$ cat src/rtl/debounce_pkg.sv
// Shared types and helpers for the multi-channel key debouncer.
// Optional feature macro: DEBOUNCE_LONGPRESS_EN (long-press strobe per channel).
package debounce_pkg;

  // Per-channel debounce state
  typedef enum logic [1:0] {
    DB_IDLE,
    DB_PRESS_PEND,
    DB_HELD,
    DB_REL_PEND
  } db_state_t;

  // Bits needed to hold the values 0..max_val (never less than 1)
  function automatic int cnt_width(input int max_val);
    return (max_val < 2) ? 1 : $clog2(max_val + 1);
  endfunction

endpackage

$ cat src/rtl/debounce_chan.sv
// One debounce channel: 2-flop synchroniser, 4-state acceptance FSM with a
// stability counter, registered level/press/release outputs and, when
// DEBOUNCE_LONGPRESS_EN is defined, a saturating hold counter with long-press strobe.
module debounce_chan
  import debounce_pkg::*;
#(
  parameter int STABLE_TICKS = 2,
  parameter int LONG_TICKS   = 200
) (
  input  logic clk,
  input  logic rst_n,
  input  logic tick,
  input  logic key,
  output logic level,
  output logic press,
  output logic rel,
  output logic long_press
);

  localparam int CNT_W = cnt_width(STABLE_TICKS);
  localparam logic [CNT_W-1:0] CNT_ONE  = CNT_W'(1);
  localparam logic [CNT_W-1:0] CNT_LAST = CNT_W'(STABLE_TICKS - 1);

  logic      sync1_reg, sync2_reg;
  logic      s;
  db_state_t state_reg;
  logic [CNT_W-1:0] cnt_reg;
  logic      level_reg, press_reg, rel_reg;
  logic      enter_held, enter_idle;

  assign s = sync2_reg;

  // Two-flop synchroniser for the raw asynchronous key
  always_ff @(posedge clk or negedge rst_n) begin
    if (!rst_n) begin
      sync1_reg <= 1'b0;
      sync2_reg <= 1'b0;
    end else begin
      sync1_reg <= key;
      sync2_reg <= sync1_reg;
    end
  end

  // Decode the ticks on which a change is finally accepted
  always_comb begin
    enter_held = 1'b0;
    enter_idle = 1'b0;
    if (tick) begin
      case (state_reg)
        DB_IDLE:       enter_held = s && (STABLE_TICKS == 1);
        DB_PRESS_PEND: enter_held = s && (cnt_reg == CNT_LAST);
        DB_HELD:       enter_idle = !s && (STABLE_TICKS == 1);
        DB_REL_PEND:   enter_idle = !s && (cnt_reg == CNT_LAST);
        default:       ;
      endcase
    end
  end

  // Debounce FSM: advances only on sample ticks; strobes last one cycle
  always_ff @(posedge clk or negedge rst_n) begin
    if (!rst_n) begin
      state_reg <= DB_IDLE;
      cnt_reg   <= '0;
      level_reg <= 1'b0;
      press_reg <= 1'b0;
      rel_reg   <= 1'b0;
    end else begin
      press_reg <= enter_held;
      rel_reg   <= enter_idle;
      if (enter_held) begin
        level_reg <= 1'b1;
      end else if (enter_idle) begin
        level_reg <= 1'b0;
      end
      if (tick) begin
        case (state_reg)
          DB_IDLE: begin
            if (s) begin
              state_reg <= enter_held ? DB_HELD : DB_PRESS_PEND;
              cnt_reg   <= enter_held ? '0 : CNT_ONE;
            end
          end
          DB_PRESS_PEND: begin
            if (!s) begin
              state_reg <= DB_IDLE;
              cnt_reg   <= '0;
            end else if (enter_held) begin
              state_reg <= DB_HELD;
              cnt_reg   <= '0;
            end else begin
              cnt_reg <= cnt_reg + CNT_ONE;
            end
          end
          DB_HELD: begin
            if (!s) begin
              state_reg <= enter_idle ? DB_IDLE : DB_REL_PEND;
              cnt_reg   <= enter_idle ? '0 : CNT_ONE;
            end
          end
          DB_REL_PEND: begin
            if (s) begin
              state_reg <= DB_HELD;
              cnt_reg   <= '0;
            end else if (enter_idle) begin
              state_reg <= DB_IDLE;
              cnt_reg   <= '0;
            end else begin
              cnt_reg <= cnt_reg + CNT_ONE;
            end
          end
          default: begin
            state_reg <= DB_IDLE;
            cnt_reg   <= '0;
          end
        endcase
      end
    end
  end

  assign level = level_reg;
  assign press = press_reg;
  assign rel   = rel_reg;

`ifdef DEBOUNCE_LONGPRESS_EN
  localparam int HOLD_W = cnt_width(LONG_TICKS);
  localparam logic [HOLD_W-1:0] HOLD_ONE  = HOLD_W'(1);
  localparam logic [HOLD_W-1:0] HOLD_MAX  = HOLD_W'(LONG_TICKS);
  localparam logic [HOLD_W-1:0] HOLD_LAST = HOLD_W'(LONG_TICKS - 1);

  logic [HOLD_W-1:0] hold_reg;
  logic              long_reg;
  logic              in_hold;

  // A REL_PEND bounce back to HELD keeps counting: only a fresh press clears it
  assign in_hold = (state_reg == DB_HELD) || (state_reg == DB_REL_PEND);

  // Saturating hold counter; the strobe fires only on the tick it reaches the limit
  always_ff @(posedge clk or negedge rst_n) begin
    if (!rst_n) begin
      hold_reg <= '0;
      long_reg <= 1'b0;
    end else begin
      long_reg <= 1'b0;
      if (enter_held) begin
        hold_reg <= '0;
      end else if (tick && in_hold && (hold_reg != HOLD_MAX)) begin
        hold_reg <= hold_reg + HOLD_ONE;
        long_reg <= (hold_reg == HOLD_LAST);
      end
    end
  end

  assign long_press = long_reg;
`else
  // Long-press disabled: output held low, parameter still referenced so both
  // builds share the same parameter list
  assign long_press = (LONG_TICKS > 0) & 1'b0;
`endif

endmodule

$ cat src/rtl/debounce_multi.sv
// Multi-key debouncer: one shared sample-tick divider feeding NUM_KEYS
// independent debounce_chan instances.
// Optional feature macro: DEBOUNCE_LONGPRESS_EN (per-channel long-press strobe).
module debounce_multi
  import debounce_pkg::*;
#(
  parameter int NUM_KEYS     = 4,
  parameter int TICK_DIV     = 500000,
  parameter int STABLE_TICKS = 2,
  parameter int LONG_TICKS   = 200
) (
  input  logic                clk_i,
  input  logic                rstn_i,
  input  logic [NUM_KEYS-1:0] key_i,
  output logic [NUM_KEYS-1:0] level_o,
  output logic [NUM_KEYS-1:0] press_o,
  output logic [NUM_KEYS-1:0] release_o,
  output logic [NUM_KEYS-1:0] long_o,
  output logic                tick_o
);

  localparam int DIV_W = $clog2(TICK_DIV);
  localparam logic [DIV_W-1:0] DIV_LAST = DIV_W'(TICK_DIV - 1);
  localparam logic [DIV_W-1:0] DIV_ONE  = DIV_W'(1);

  logic [DIV_W-1:0] div_reg;
  logic             tick;

  assign tick   = (div_reg == DIV_LAST);
  assign tick_o = tick;

  // Shared divider: 0..TICK_DIV-1, wrapping on the tick cycle
  always_ff @(posedge clk_i or negedge rstn_i) begin
    if (!rstn_i) begin
      div_reg <= '0;
    end else if (tick) begin
      div_reg <= '0;
    end else begin
      div_reg <= div_reg + DIV_ONE;
    end
  end

  generate
    for (genvar gi = 0; gi < NUM_KEYS; gi++) begin : g_chan
      debounce_chan #(
        .STABLE_TICKS(STABLE_TICKS),
        .LONG_TICKS  (LONG_TICKS)
      ) u_chan (
        .clk       (clk_i),
        .rst_n     (rstn_i),
        .tick      (tick),
        .key       (key_i[gi]),
        .level     (level_o[gi]),
        .press     (press_o[gi]),
        .rel       (release_o[gi]),
        .long_press(long_o[gi])
      );
    end
  endgenerate

endmodule
$ cat config.mk
export PLATFORM = sky130hd
export DESIGN_NAME = debounce_multi
export DESIGN_NICKNAME = d
export VERILOG_FILES = /design/src/rtl/debounce_pkg.sv /design/src/rtl/debounce_chan.sv /design/src/rtl/debounce_multi.sv
export SDC_FILE = /design/constraint.sdc
export NUM_CORES = 1
export LEC_CHECK = 0
export CORE_ASPECT_RATIO = 0.7
export CORE_UTILIZATION = 56
export DETAILED_ROUTE_END_ITERATION = 8
export PLACE_DENSITY_LB_ADDON = 0.1
export SYNTH_ARGS = -nofsm -noshare
export SYNTH_HDL_FRONTEND = slang
export SYNTH_SLANG_ARGS = --single-unit
$ cat constraint.sdc
create_clock -name clk_i -period 4.5 [get_ports clk_i]
set_clock_uncertainty 0.2 [all_clocks]
set_input_delay 1.35 -clock clk_i [delete_from_list [all_inputs] [get_ports clk_i]]
set_output_delay 1.35 -clock clk_i [all_outputs]
set_load 0.01 [all_outputs]
==> results.txt, run 1 <==
Outcome - finished, final reports clean
Synthesized instance count - 245
Post-CTS sizing - 0
Max-slew violations - 0
FMAX - 250 MHz
Vias in the first global route - 1577
WP buf/inv - 2
Total grt overflow - 0
RSZ-0062 raised after global routing - no
Clock sink count - 55
Placer Congestion - 0.827
Cts hold-fix bufs - 0
Vias per cell - 5.84
Final Critical Period - 4000 ps
Antenna viol nets, final - 0
Min Hold Slack - 155 ps
Avg Inst Size Synth - 10.5 sq um
Setup WS pre-CTS - 893 ps
1st-iter DRT viols - 200
Crit path required time - 2950 ps
Share of cells above drive strength 1 - 5.91%
Worst Tran Pin Value - 1050 ps
Startpoint types - flop
Leak - 1.24 nW
CTS root buf - clkbuf_8
Slowest CP cell - clkdlybuf4s50_1
Crit path largest cell delay - 550 ps
Htree depth - 2
Rel. slew slack - 29.5%
Final setup vio count - 0
Core area - 0.00438 sq mm
Final-layout fill cell count - 338
PD cells - 296 mW/mm^2
Synth area leader - dfrtp_1
CTS Buf Count - 5
First-pass GRT wire length - 7750 um
DR WL/cell - 15.3 um
Buffers on Ports - 18
Via count - 1805
Max IR drop VDD - 0.231 mV
Top-area cell type share of the netlist area - 53.3%
Max reg flops - 19
Later-pin clock latency in the skew report - 310 ps
Setup TNS - 0 ps
CP cell instances - nor4b_1, and4_1, nand2_1, inv_1, clkdlybuf4s50_1
Ant diodes - 0
Die extent in y - 58.8 um
Worst Setup End Kind - output port
CP top delay family - simple AND/OR/NAND/NOR gates
Antenna violations before repair - 0
Io pins - 23
WP data arrival - 2450 ps
Number of setup buffers added after CTS - 0
Die X-Extent - 83.2 um
Core Rows - 20
Flip-flop and latch count after synthesis - 55
Final nets - 265
Initial Util - 59.0%
Clk slew on worst S/H paths - 90 ps
Hold Path Class - reg -> reg
DRT Wirelength - 4730 um
Reported max-cap violation count - 0
All-layer global routing usage - 20.7%
Post-synth cell types - 41
CTS tree - done
DRT Pass-1 Iters - 4
Final Util - 64.3%
Fin. Hold Viols - 0
Die area - 0.00489 sq mm
Multi-input gate area - 0.00104 sq mm
Synth-to-Final Area Change - 8.96%
Largest net degree at the start of global routing - 37
Cell area after technology mapping - 0.00258 sq mm
Synth area leaders - dfrtp_1 (53%), buf_4 (4.6%), xor2_1 (3.4%)
CTS max path bufs - 2
YS warnings - 0
Number of DRC violations after detailed routing - 0
FF/Latch Area - 0.00138 sq mm
CP max FO - 7
Setup Crit Path Kind - reg -> out
Min setup slack post-route - 496 ps
Final Cycle Share - 89.0%
Register area share after synthesis - 53.3%
DP HPWL - 3120 um
synthesized netlist by cell type:
cell       number
conb_1          1
or4_1           1
or3_1           6
a2bb2oi_1       4
o21ai_0         1
a21o_1          4
a211oi_1        1
nor2_1         18
a32o_1          4
nand3b_1        1
inv_1          10
nand2_1        18
buf_4          16
dfrtp_1        55
clkbuf_1        3
and4_1          2
o22ai_1         5
and3_1          4
nor4_1          1
a21oi_1         4
ha_1            5
a31oi_1         1
xor2_1         10
o221a_2         1
nand4_2         1
o31ai_1         4
a21bo_2         1
a22oi_1         3
a31o_2          1
nor4b_1         3
clkbuf_2        1
xnor2_1         5
buf_2           1
or2_2           2
o41ai_1         4
nand3_1        16
nor3b_1         9
and2_1          3
nand4_1         3
nor4bb_1        1
nor3_1         11
power by group:
group	leakage [nW]	switching, mW	internal, mW
combinational	0.458	0.0135	0.00547
clock	0.0513	0.152	0.163
sequential	0.736	0.00297	0.497
total	1.24	0.168	0.666
metrics by stage:
step           instance area, sq um  std cells  power [mW]
3_5_place_dp                   2710        302       0.530
3_3_place_gp                   2710        302       0.530
6_report                       2820        309       0.835
2_1_floorplan                  2590        248       0.517
4_1_cts                        2820        309       0.841
5_1_grt                        2820        309       0.863
worst paths after layout:
check / start / to / slack (ps) / depth (start not counted)
max: div_reg[10] / tick_o / 500 / 5
min: g_chan[0].u_chan.sync1_reg / g_chan[0].u_chan.s / 160 / 0
max reg2reg: div_reg[10] / g_chan[2].u_chan.press / 1760 / 4
min reg2reg: g_chan[0].u_chan.sync1_reg / g_chan[0].u_chan.s / 160 / 0
min in group asynchronous: rstn_i / g_chan[0].u_chan.s / 910 / 1
max in group asynchronous: rstn_i / div_reg[6] / 2440 / 2
logic make-up after synthesis:
group,after synthesis,synth area share [%]
AND/OR/NAND/NOR,100,20.8
buffers and inverters,31,6.92
AO/OA/AOI/OAI,38,11.3
other,1,0.145
adder cells (fa/ha/maj),5,2.42
XOR/XNOR,15,5.08
flip-flops,55,53.3
cells in the final DEF, fill, tap and decap left out, types with 2 or more instances in the layout:
cell,netlist,routed
a21o_1,4,4
a21oi_1,4,4
a22oi_1,3,3
a2bb2oi_1,4,4
a32o_1,4,4
and2_1,3,3
and3_1,4,4
and4_1,2,2
buf_4,16,2
clkbuf_8,0,5
clkdlybuf4s50_1,0,17
conb_1,1,4
dfrtp_1,55,55
ha_1,5,5
inv_1,10,10
nand2_1,18,18
nand3_1,16,16
nand4_1,3,3
nor2_1,18,18
nor3_1,11,11
nor3b_1,9,9
nor4b_1,3,3
o22ai_1,5,5
o31ai_1,4,4
o41ai_1,4,4
or2_2,2,2
or3_1,6,6
xnor2_1,5,5
xor2_1,10,10
final cells by class:
cell class,instances,share of cell area (%)
Multi-Input combinational cell,162,36.9
Inverter,10,1.33
Timing Repair Buffer,20,6.76
Sequential cell,55,48.9
Tap cell,55,2.44
Clock inverter,1,1.07
Clock buffer,6,2.58
layer usage:
metal	global-route usage, %	part of all wire [%]	wire (um)
met3	4.63	5.2	244
met4	6.65	1.1	53
met5	0	0	0
met2	29.2	41	1920
met1	31.7	53	2510
Note: power is estimated with default switching activity, not from simulation.
==> run 2: changes to the inputs <==
--- a/config.mk
+++ b/config.mk
@@ -8,7 +8,8 @@
 export CORE_ASPECT_RATIO = 0.7
 export CORE_UTILIZATION = 56
 export DETAILED_ROUTE_END_ITERATION = 8
-export PLACE_DENSITY_LB_ADDON = 0.1
+export PLACE_DENSITY_LB_ADDON = 0.2
+export REMOVE_ABC_BUFFERS = 1
 export SYNTH_ARGS = -nofsm -noshare
 export SYNTH_HDL_FRONTEND = slang
 export SYNTH_SLANG_ARGS = --single-unit
==> results.txt, run 2 (same netlist as run 1, synthesis figures left out) <==
Final nets - 265 (unchanged)
Antenna viol nets, final - 0 (unchanged)
Die area - 0.00489 sq mm (unchanged)
Initial Util - 59.0% (unchanged)
CTS tree - done (unchanged)
Post-CTS sizing - 0 (unchanged)
Rel. slew slack - 24.7% (was 29.5%)
Largest net degree at the start of global routing - 37 (unchanged)
All-layer global routing usage - 22.1% (was 20.7%)
Io pins - 23 (unchanged)
Startpoint types - flop (unchanged)
Tot Pwr - 0.901 mW (was 0.835 mW)
Fin. Hold Viols - 0 (unchanged)
Leak - 1.26 nW (was 1.24 nW)
Final-layout fill cell count - 328 (was 338)
Crit path required time - 2950 ps (about the same)
Worst Tran Pin Value - 1120 ps (was 1050 ps)
Antenna violations before repair - 0 (unchanged)
Reported max-cap violation count - 0 (unchanged)
Die extent in y - 58.8 um (unchanged)
Post-Layout Cell Count - 310 (was 309)
Vias per cell - 5.74 (was 5.84)
CTS Buf Count - 5 (unchanged)
Number of setup buffers added after CTS - 0 (unchanged)
Outcome - finished, final reports clean (unchanged)
Die X-Extent - 83.2 um (unchanged)
Max IR drop VDD - 0.269 mV (was 0.231 mV)
Htree depth - 2 (unchanged)
Setup Crit Path Kind - reg -> out (unchanged)
Buffers on Ports - 18 (unchanged)
DR WL/cell - 15.6 um (was 15.3 um)
Total grt overflow - 0 (unchanged)
Clock sink count - 55 (unchanged)
FMAX - 251 MHz (was 250 MHz)
Vias in the first global route - 1652 (was 1577)
1st-iter DRT viols - 108 (was 200)
CTS max path bufs - 2 (unchanged)
Synth-to-Final Area Change - 10.1% (was 8.96%)
Max reg flops - 19 (unchanged)
Final Util - 65.0% (was 64.3%)
Via count - 1779 (was 1805)
DP HPWL - 3200 um (was 3120 um)
Ant diodes - 0 (unchanged)
Commonest non-fill, non-tap cell in the layout - dfrtp_1 (unchanged)
DRT Pass-1 Iters - 4 (unchanged)
Number of DRC violations after detailed routing - 0 (unchanged)
CTS root buf - clkbuf_8 (unchanged)
Core Rows - 20 (unchanged)
Setup WS pre-CTS - 886 ps (was 893 ps)
Core area - 0.00438 sq mm (unchanged)
Worst Setup End Kind - output port (unchanged)
Max-slew violations - 0 (unchanged)
Cts hold-fix bufs - 0 (unchanged)
Clk slew on worst S/H paths - 90 ps (about the same)
DRT Wirelength - 4830 um (was 4730 um)
First-pass GRT wire length - 8160 um (was 7750 um)
Later-pin clock latency in the skew report - 310 ps (about the same)
Placed cells - 302 (unchanged)
Final Cycle Share - 88.5% (was 89.0%)
PD cells - 317 mW/mm^2 (was 296 mW/mm^2)
Min setup slack post-route - 519 ps (was 496 ps)
Placer Congestion - 0.890 (was 0.827)
Setup TNS - 0 ps (unchanged)
Final Critical Period - 3980 ps (was 4000 ps)
CP max FO - 7 (unchanged)
WP data arrival - 2430 ps (was 2450 ps)
Hold Path Class - reg -> reg (unchanged)
Most frequent cells in the layout - dfrtp_1 (55), nor2_1 (18), nand2_1 (18), clkdlybuf4s50_1 (17), nand3_1 (16) (unchanged)
Share of cells above drive strength 1 - 6.27% (was 5.91%)
RSZ-0062 raised after global routing - no (unchanged)
Final setup vio count - 0 (unchanged)
## run 2: cell count changes in the layout (fill, tap and decap cells not counted)
cell	delta
bufinv_16	+1
## run 2: worst paths after layout
check,endpoint,cells past startpoint,slack [ps],startpoint
setup / recovery,tick_o,5,520,div_reg[11]
hold / removal,g_chan[3].u_chan.s,0,160,g_chan[3].u_chan.sync1_reg
setup reg to reg,div_reg[18],5,1760,div_reg[0]
hold reg to reg,g_chan[3].u_chan.s,0,160,g_chan[3].u_chan.sync1_reg
max in group asynchronous,g_chan[0].u_chan.state_reg[0],2,2410,rstn_i
min in group asynchronous,g_chan[3].u_chan.s,1,910,rstn_i
## run 2: cell type report
cell class | count | area [sq um] | share of cell area, %
Clock buffer | 6 | 72.6 | 2.55
Clock inverter | 2 | 60.1 | 2.11
Inverter | 10 | 37.5 | 1.32
Multi-Input combinational cell | 162 | 1040 | 36.5
Sequential cell | 55 | 1380 | 48.4
Tap cell | 55 | 68.8 | 2.42
Timing Repair Buffer | 20 | 190 | 6.68
## run 2: worst max-delay path: stages (launching register included)
cell	delay [ps]
dfrtp_1	440
nor4b_1	420
and4_1	340
nand2_1	230
inv_1	150
clkdlybuf4s50_1	540
## run 2: routing by layer
| metal | GRT usage, % | wire length, um | up-vias | share of wire [%] |
|---|---|---|---|---|
| met5 | 0 | 0 | - | 0 |
| met2 | 33.4 | 2080 | 51 | 43 |
| met3 | 4.63 | 233 | 7 | 4.8 |
| met4 | 10.1 | 86 | 0 | 1.8 |
| met1 | 31.1 | 2430 | 841 | 50 |
| li1 | - | - | 880 | - |
## run 2: metrics by stage
stage / area [sq um] / hold slack [ps]
after floorplan: 2450 / 131
after global placement: 2710 / 133
after detailed placement: 2710 / 138
after CTS: 2850 / 158
after global routing: 2850 / 158
final: 2850 / 155
## run 2: where the power goes
| group | leakage (nW) | total, mW | internal [mW] | switching, mW |
|---|---|---|---|---|
| registers | 0.736 | 0.500 | 0.497 | 0.00291 |
| clock network | 0.0654 | 0.381 | 0.222 | 0.159 |
| logic | 0.458 | 0.0195 | 0.00549 | 0.0140 |
| total | 1.26 | 0.901 | 0.725 | 0.175 |
